--- src/rtl/arc4_sched_if.sv ---
// Scheduler-facing bundle: host handshake, the three stage handshakes and
// their S-memory requests, and the granted S-memory port.
interface arc4_sched_if #(
  parameter int ADDR_W = 8,
  parameter int DATA_W = 8
);
  logic              en, rdy, err;
  logic              en_init, en_ksa, en_prga;
  logic              rdy_init, rdy_ksa, rdy_prga;
  logic [ADDR_W-1:0] addr_init, addr_ksa, addr_prga;
  logic [DATA_W-1:0] wrdata_init, wrdata_ksa, wrdata_prga;
  logic              wren_init, wren_ksa, wren_prga;
  logic [ADDR_W-1:0] s_addr;
  logic [DATA_W-1:0] s_wrdata;
  logic              s_wren;

  modport master (
    input  en, rdy_init, rdy_ksa, rdy_prga,
           addr_init, addr_ksa, addr_prga,
           wrdata_init, wrdata_ksa, wrdata_prga,
           wren_init, wren_ksa, wren_prga,
    output rdy, err, en_init, en_ksa, en_prga, s_addr, s_wrdata, s_wren
  );

  modport slave (
    output en, rdy_init, rdy_ksa, rdy_prga,
           addr_init, addr_ksa, addr_prga,
           wrdata_init, wrdata_ksa, wrdata_prga,
           wren_init, wren_ksa, wren_prga,
    input  rdy, err, en_init, en_ksa, en_prga, s_addr, s_wrdata, s_wren
  );
endinterface

--- src/rtl/arc4_sched.sv ---
// ARC4 top sequencer: runs init -> ksa -> prga through rdy/en handshakes and
// grants the single-port S memory to the stage currently in flight.
module arc4_sched #(
  parameter int ADDR_W      = 8,
  parameter int DATA_W      = 8,
  parameter int ACK_TIMEOUT = 15
) (
  input logic          clk,
  input logic          rst_n,
  arc4_sched_if.master bus
);
  localparam int CNT_W = $clog2(ACK_TIMEOUT + 1);

  // Each stage occupies three consecutive codes so REQ->ACK->RUN->next REQ is +1.
  typedef enum logic [3:0] {
    IDLE,
    REQ_INIT, ACK_INIT, RUN_INIT,
    REQ_KSA,  ACK_KSA,  RUN_KSA,
    REQ_PRGA, ACK_PRGA, RUN_PRGA
  } state_t;

  state_t           state;
  logic             err_q;
  logic [CNT_W-1:0] cnt;
  logic [1:0]       stg;
  logic [3:0]       stg_rdy;
  logic             rdy_x;

  always_comb begin
    stg = 2'd0;
    case (state)
      REQ_KSA, ACK_KSA, RUN_KSA:    stg = 2'd1;
      REQ_PRGA, ACK_PRGA, RUN_PRGA: stg = 2'd2;
      default:                      stg = 2'd0;
    endcase
  end

  assign stg_rdy = {1'b0, bus.rdy_prga, bus.rdy_ksa, bus.rdy_init};
  assign rdy_x   = stg_rdy[stg];

  always_ff @(posedge clk or negedge rst_n) begin
    if (!rst_n) begin
      state <= IDLE;
      err_q <= 1'b0;
      cnt   <= '0;
    end else begin
      case (state)
        IDLE: if (bus.en) begin
          state <= REQ_INIT;
          err_q <= 1'b0;
        end
        REQ_INIT, REQ_KSA, REQ_PRGA: if (rdy_x) begin
          state <= state_t'(state + 4'd1);
          cnt   <= '0;
        end
        // A stage that never drops rdy would otherwise hang the sequence.
        ACK_INIT, ACK_KSA, ACK_PRGA: begin
          if (!rdy_x)
            state <= state_t'(state + 4'd1);
          else if (cnt == CNT_W'(ACK_TIMEOUT - 1)) begin
            err_q <= 1'b1;
            state <= IDLE;
          end else
            cnt <= cnt + 1'b1;
        end
        RUN_INIT, RUN_KSA: if (rdy_x) state <= state_t'(state + 4'd1);
        RUN_PRGA:          if (rdy_x) state <= IDLE;
        default:           state <= IDLE;
      endcase
    end
  end

  assign bus.rdy     = (state == IDLE);
  assign bus.err     = err_q;
  assign bus.en_init = (state == REQ_INIT) & bus.rdy_init;
  assign bus.en_ksa  = (state == REQ_KSA)  & bus.rdy_ksa;
  assign bus.en_prga = (state == REQ_PRGA) & bus.rdy_prga;

  // Grant follows state only, so ownership switches on the RUN->REQ edge.
  always_comb begin
    bus.s_addr   = '0;
    bus.s_wrdata = '0;
    bus.s_wren   = 1'b0;
    if (state != IDLE) begin
      case (stg)
        2'd1: begin
          bus.s_addr   = bus.addr_ksa;
          bus.s_wrdata = bus.wrdata_ksa;
          bus.s_wren   = bus.wren_ksa;
        end
        2'd2: begin
          bus.s_addr   = bus.addr_prga;
          bus.s_wrdata = bus.wrdata_prga;
          bus.s_wren   = bus.wren_prga;
        end
        default: begin
          bus.s_addr   = bus.addr_init;
          bus.s_wrdata = bus.wrdata_init;
          bus.s_wren   = bus.wren_init;
        end
      endcase
    end
  end
endmodule
--- src/flat_wrapper.sv ---
// flat-port wrapper written by rule: the top's interface ports become plain ports
module arc4_sched_flat 
#(
  parameter int ADDR_W      = 8,
  parameter int DATA_W      = 8,
  parameter int ACK_TIMEOUT = 15
)
  (clk, rst_n, bus_en, bus_rdy_init, bus_rdy_ksa, bus_rdy_prga, bus_addr_init, bus_addr_ksa, bus_addr_prga, bus_wrdata_init, bus_wrdata_ksa, bus_wrdata_prga, bus_wren_init, bus_wren_ksa, bus_wren_prga, bus_rdy, bus_err, bus_en_init, bus_en_ksa, bus_en_prga, bus_s_addr, bus_s_wrdata, bus_s_wren);
  arc4_sched_if #(.ADDR_W(ADDR_W), .DATA_W(DATA_W)) bus_i ();
  input logic clk;
  input logic rst_n;
  input wire logic [$bits(bus_i.en)-1:0] bus_en;
  input wire logic [$bits(bus_i.rdy_init)-1:0] bus_rdy_init;
  input wire logic [$bits(bus_i.rdy_ksa)-1:0] bus_rdy_ksa;
  input wire logic [$bits(bus_i.rdy_prga)-1:0] bus_rdy_prga;
  input wire logic [$bits(bus_i.addr_init)-1:0] bus_addr_init;
  input wire logic [$bits(bus_i.addr_ksa)-1:0] bus_addr_ksa;
  input wire logic [$bits(bus_i.addr_prga)-1:0] bus_addr_prga;
  input wire logic [$bits(bus_i.wrdata_init)-1:0] bus_wrdata_init;
  input wire logic [$bits(bus_i.wrdata_ksa)-1:0] bus_wrdata_ksa;
  input wire logic [$bits(bus_i.wrdata_prga)-1:0] bus_wrdata_prga;
  input wire logic [$bits(bus_i.wren_init)-1:0] bus_wren_init;
  input wire logic [$bits(bus_i.wren_ksa)-1:0] bus_wren_ksa;
  input wire logic [$bits(bus_i.wren_prga)-1:0] bus_wren_prga;
  output wire logic [$bits(bus_i.rdy)-1:0] bus_rdy;
  output wire logic [$bits(bus_i.err)-1:0] bus_err;
  output wire logic [$bits(bus_i.en_init)-1:0] bus_en_init;
  output wire logic [$bits(bus_i.en_ksa)-1:0] bus_en_ksa;
  output wire logic [$bits(bus_i.en_prga)-1:0] bus_en_prga;
  output wire logic [$bits(bus_i.s_addr)-1:0] bus_s_addr;
  output wire logic [$bits(bus_i.s_wrdata)-1:0] bus_s_wrdata;
  output wire logic [$bits(bus_i.s_wren)-1:0] bus_s_wren;
  assign bus_i.en = bus_en;
  assign bus_i.rdy_init = bus_rdy_init;
  assign bus_i.rdy_ksa = bus_rdy_ksa;
  assign bus_i.rdy_prga = bus_rdy_prga;
  assign bus_i.addr_init = bus_addr_init;
  assign bus_i.addr_ksa = bus_addr_ksa;
  assign bus_i.addr_prga = bus_addr_prga;
  assign bus_i.wrdata_init = bus_wrdata_init;
  assign bus_i.wrdata_ksa = bus_wrdata_ksa;
  assign bus_i.wrdata_prga = bus_wrdata_prga;
  assign bus_i.wren_init = bus_wren_init;
  assign bus_i.wren_ksa = bus_wren_ksa;
  assign bus_i.wren_prga = bus_wren_prga;
  assign bus_rdy = bus_i.rdy;
  assign bus_err = bus_i.err;
  assign bus_en_init = bus_i.en_init;
  assign bus_en_ksa = bus_i.en_ksa;
  assign bus_en_prga = bus_i.en_prga;
  assign bus_s_addr = bus_i.s_addr;
  assign bus_s_wrdata = bus_i.s_wrdata;
  assign bus_s_wren = bus_i.s_wren;
  arc4_sched #(.ADDR_W(ADDR_W), .DATA_W(DATA_W), .ACK_TIMEOUT(ACK_TIMEOUT)) u_core (.clk(clk), .rst_n(rst_n), .bus(bus_i));
endmodule
--- config.mk ---
export PLATFORM = sky130hd
export DESIGN_NAME = arc4_sched_flat
export DESIGN_NICKNAME = d
export VERILOG_FILES = /design/src/rtl/arc4_sched_if.sv /design/src/rtl/arc4_sched.sv /design/src/flat_wrapper.sv
export SDC_FILE = /design/constraint.sdc
export NUM_CORES = 1
export LEC_CHECK = 0
export CORE_ASPECT_RATIO = 1.75
export CORE_MARGIN = 4
export CORE_UTILIZATION = 27
export DETAILED_ROUTE_END_ITERATION = 12
export PLACE_DENSITY = 0.69
export SLEW_MARGIN = 0
export SYNTH_ARGS = -nofsm -noshare
export SYNTH_HDL_FRONTEND = slang
export SYNTH_SLANG_ARGS = --single-unit
--- constraint.sdc ---
create_clock -name clk -period 3.34 [get_ports clk]
set_input_delay 0.668 -clock clk [delete_from_list [all_inputs] [get_ports clk]]
set_output_delay 0.668 -clock clk [all_outputs]
set_load 0.005 [all_outputs]
==> results.cfg <==
[pwr]
pwr-share-comb = 0.804
ir_drop_mv = 0.466
p_seq_frac = 0.113
powerDensity_nw_per_um2 = 633
leakage_nw = 1.06
clockPowerShare = 0.084
internal_power_mw = 0.829
p_switching_mw = 0.667
swShare = 0.446
finalPower_mw = 1.50

[die]
die_h_microns = 99.3
io_pins = 79
initial_utilization = 0.276
die-area_sq_um = 5980
rows = 33
fp.coreArea_sq_um = 4670
chipWidth_microns = 60.2

[timing]
period_minus_slack_ps = 3270
fin_crit_sh = 0.978
hold_slack_ps = 478
tightest_slew_ps = 441
fmax_mhz = 306
finalHoldViolCount = 0
rsz0062_at_grt = true
finClkSkew_ps = 1.54
setup_viol = 0
slew_viol_final = 0
slew_headroom = 0.705
fin_ws_ps = 74.0

[synth]
synth_cell_types = 44
synthFlopType = dfrtp_1
ys_seq_elements = 9
avgSynthCellArea_sq_um = 6.95
synth-edff-count = 0
synthTopCellsByCount = nor2_1, a21oi_1, a22oi_1
yosys.area.top_type = dfrtp_1
syn_area_sq_um = 1290
synth_top_area_share = 0.175
seq_area_frac_synth = 0.175
syn_nets = 251
async_flop_share = 1.00
synth_most_common_cell = nor2_1
syn-instance-count = 185
synthesis.yosys.warnings = 0
synth_area_leaders = dfrtp_1, nor2_1, a22oi_1

[finish]
n_fill_cell = 444
final_util = 0.507
drive_above_1_share = 0.142
multi_input_area_sq_um = 1030
area.sequential_sq_um = 225
nets = 335
n_antenna_cell = 0
area_growth_pct = 83.8

[placed_design]
dp_hpwl_mm = 3.80
io_buffers = 78
preCtsSetupSlack_ps = 0.560
gp_congestion = 0.875

[grt]
gr-total-overflow = 0
grtUsageTotal = 0.165
grt_pass1_wl_mm = 7.86
antenna_found_initial = 0
grt_max_degree = 22
grt_pass1_vias = 1766

[worst_setup_path]
endpoint_kind = primary output
worst-r2r-cell-count = 11
worst-path-max-fanout = 17
cp_slowest_cell = clkdlybuf4s50_1
worst_ep_arrival_time_ps = 2600
cp_num_cells = 11
path_cells = inv_1 -> ha_1 -> or3_4 -> nand2_4 -> inv_2 -> ha_4 -> a22oi_1 -> nor2_1 -> a21oi_1 -> nor2_1 -> clkdlybuf4s50_1
critical_path_class = flop to primary output
cp-startpoint = u_core.state[1]$_DFFE_PN0P_
timing.rr.end = u_core.state[2]$_DFFE_PN0P_
critPathMaxStageDelay_ps = 450
reg2reg_slack_ps = 540
crit_path_end = bus_s_wrdata[6]
cp_top_family = simple AND/OR/NAND/NOR gates
cp-start-kind = flop
reg2reg_from = u_core.state[0]$_DFFE_PN0P_
worstPathBufferInverterCount = 3
critPathMostFrequentCell = nor2_1
cp.required_ps = 2670

[worst_hold_path]
hold_class = flop to flop

[clocking]
cts.sinks = 9
clk-insertion-delay-late_ps = 230
clk_pin_slew_ps = 40
cts_tree = done
cts_hold_buffers = 0
htree_levels = 1
root_buffer = clkbuf_8
numCtsBuffers = 3
clk_path_buf_depth = 2

[drt]
first_pass_iters = 5
avgViaCountPerCell = 5.33
wl_per_cell_microns = 15.4
routed_wl_mm = 4.92
drtIter0Drc = 79
vias = 1704
drtAntennaViolNets = 0
drc_errors = 0

[flow_run]
maxCapViolCount = 0

[run_status]
status = completed
worst register-to-register path, delay by kind of cell (launching register included):
kind | cells | cell delay (ps)
AOI/OAI and AO/OA | 4 | 980
adders and majority gates | 2 | 460
buffers and inverters | 3 | 330
DFF | 1 | 410
and+or+nand+nor | 2 | 480
timing repair:
item                                    4_1_cts  5_1_grt
gates cloned                                  2        0
gates resized for setup                       8       17
pin swaps                                     0        1
endpoints found under the setup margin       17       17
setup buffers                                 2        1
layout by cell type, fill, tap and decap left out, types with 3 or more instances in the layout:
cell | netlist | layout
nand3_1 | 4 | 4
nor2_1 | 41 | 40
clkdlybuf4s50_1 | 0 | 66
a22oi_2 | 0 | 3
o211ai_1 | 3 | 3
ha_1 | 9 | 6
a21oi_1 | 24 | 24
o21ai_0 | 7 | 6
clkbuf_8 | 0 | 3
inv_2 | 2 | 3
a22oi_1 | 17 | 14
o31ai_1 | 3 | 3
dfrtp_1 | 9 | 9
inv_1 | 7 | 6
mux2i_1 | 3 | 3
o22ai_1 | 4 | 4
buf_4 | 0 | 12
dlymetal6s2s_1 | 0 | 12
and3_1 | 3 | 3
metrics by stage:
step                instance area [sq um]  instances  TNS, ps
floorplan                            1290        185        0
global placement                     2170        311        0
detailed placement                   2170        311        0
CTS                                  2310        319        0
global route                         2360        320     -275
finish                               2360        320        0
metal layers:
layer  track usage  routed length [microns]  vias to the layer above
met4        0.0529                      134                        0
li1              -                        -                      841
met1         0.169                     1710                      790
met2         0.317                     2790                       63
met3        0.0312                      291                       10
met5             0                        0                        -
flip-flops by register name, summed over array words and instances, names as in the netlist:
name,count
u_core.cnt,4
u_core.state,4
u_core.bus.err,1
worst min-delay path by stage:
stage / end / cells past startpoint / slack, ps / start
2_1_floorplan: u_core.bus.err$_DFFE_PN0P_ / 0 / 370 / rst_n
3_3_place_gp: u_core.cnt[3]$_DFFE_PN0P_ / 1 / 470 / u_core.cnt[3]$_DFFE_PN0P_
3_5_place_dp: u_core.cnt[3]$_DFFE_PN0P_ / 1 / 480 / u_core.cnt[3]$_DFFE_PN0P_
4_1_cts: u_core.cnt[3]$_DFFE_PN0P_ / 1 / 480 / u_core.cnt[3]$_DFFE_PN0P_
5_1_grt: u_core.cnt[3]$_DFFE_PN0P_ / 1 / 520 / u_core.cnt[3]$_DFFE_PN0P_
6_report: u_core.cnt[3]$_DFFE_PN0P_ / 1 / 480 / u_core.cnt[3]$_DFFE_PN0P_
layout make-up:
type	count	share of cell area
multi-input cells	153	0.436
repair buffers	93	0.408
flip-flops and latches	9	0.0953
well taps	52	0.0275
clock buffers	4	0.0191
inverters	9	0.0143
cell families after synthesis:
| group | share of synthesized area |
|---|---|
| AOI/OAI and AO/OA | 0.370 |
| xor gates and xnor gates | 0.00681 |
| adders and majority gates | 0.0876 |
| buffers and inverters | 0.0671 |
| DFF | 0.175 |
| muxes | 0.0233 |
| and+or+nand+nor | 0.270 |
power groups by stage:
stage	combinational (mW)	sequential (mW)	clock [mW]
finish	1.20	0.169	0.125
global route	1.31	0.171	0.135
CTS	1.23	0.167	0.129
detailed placement	1.13	0.171	0
global placement	1.12	0.169	0
floorplan	0.612	0.170	0
Note: power is estimated with default switching activity, not from simulation.
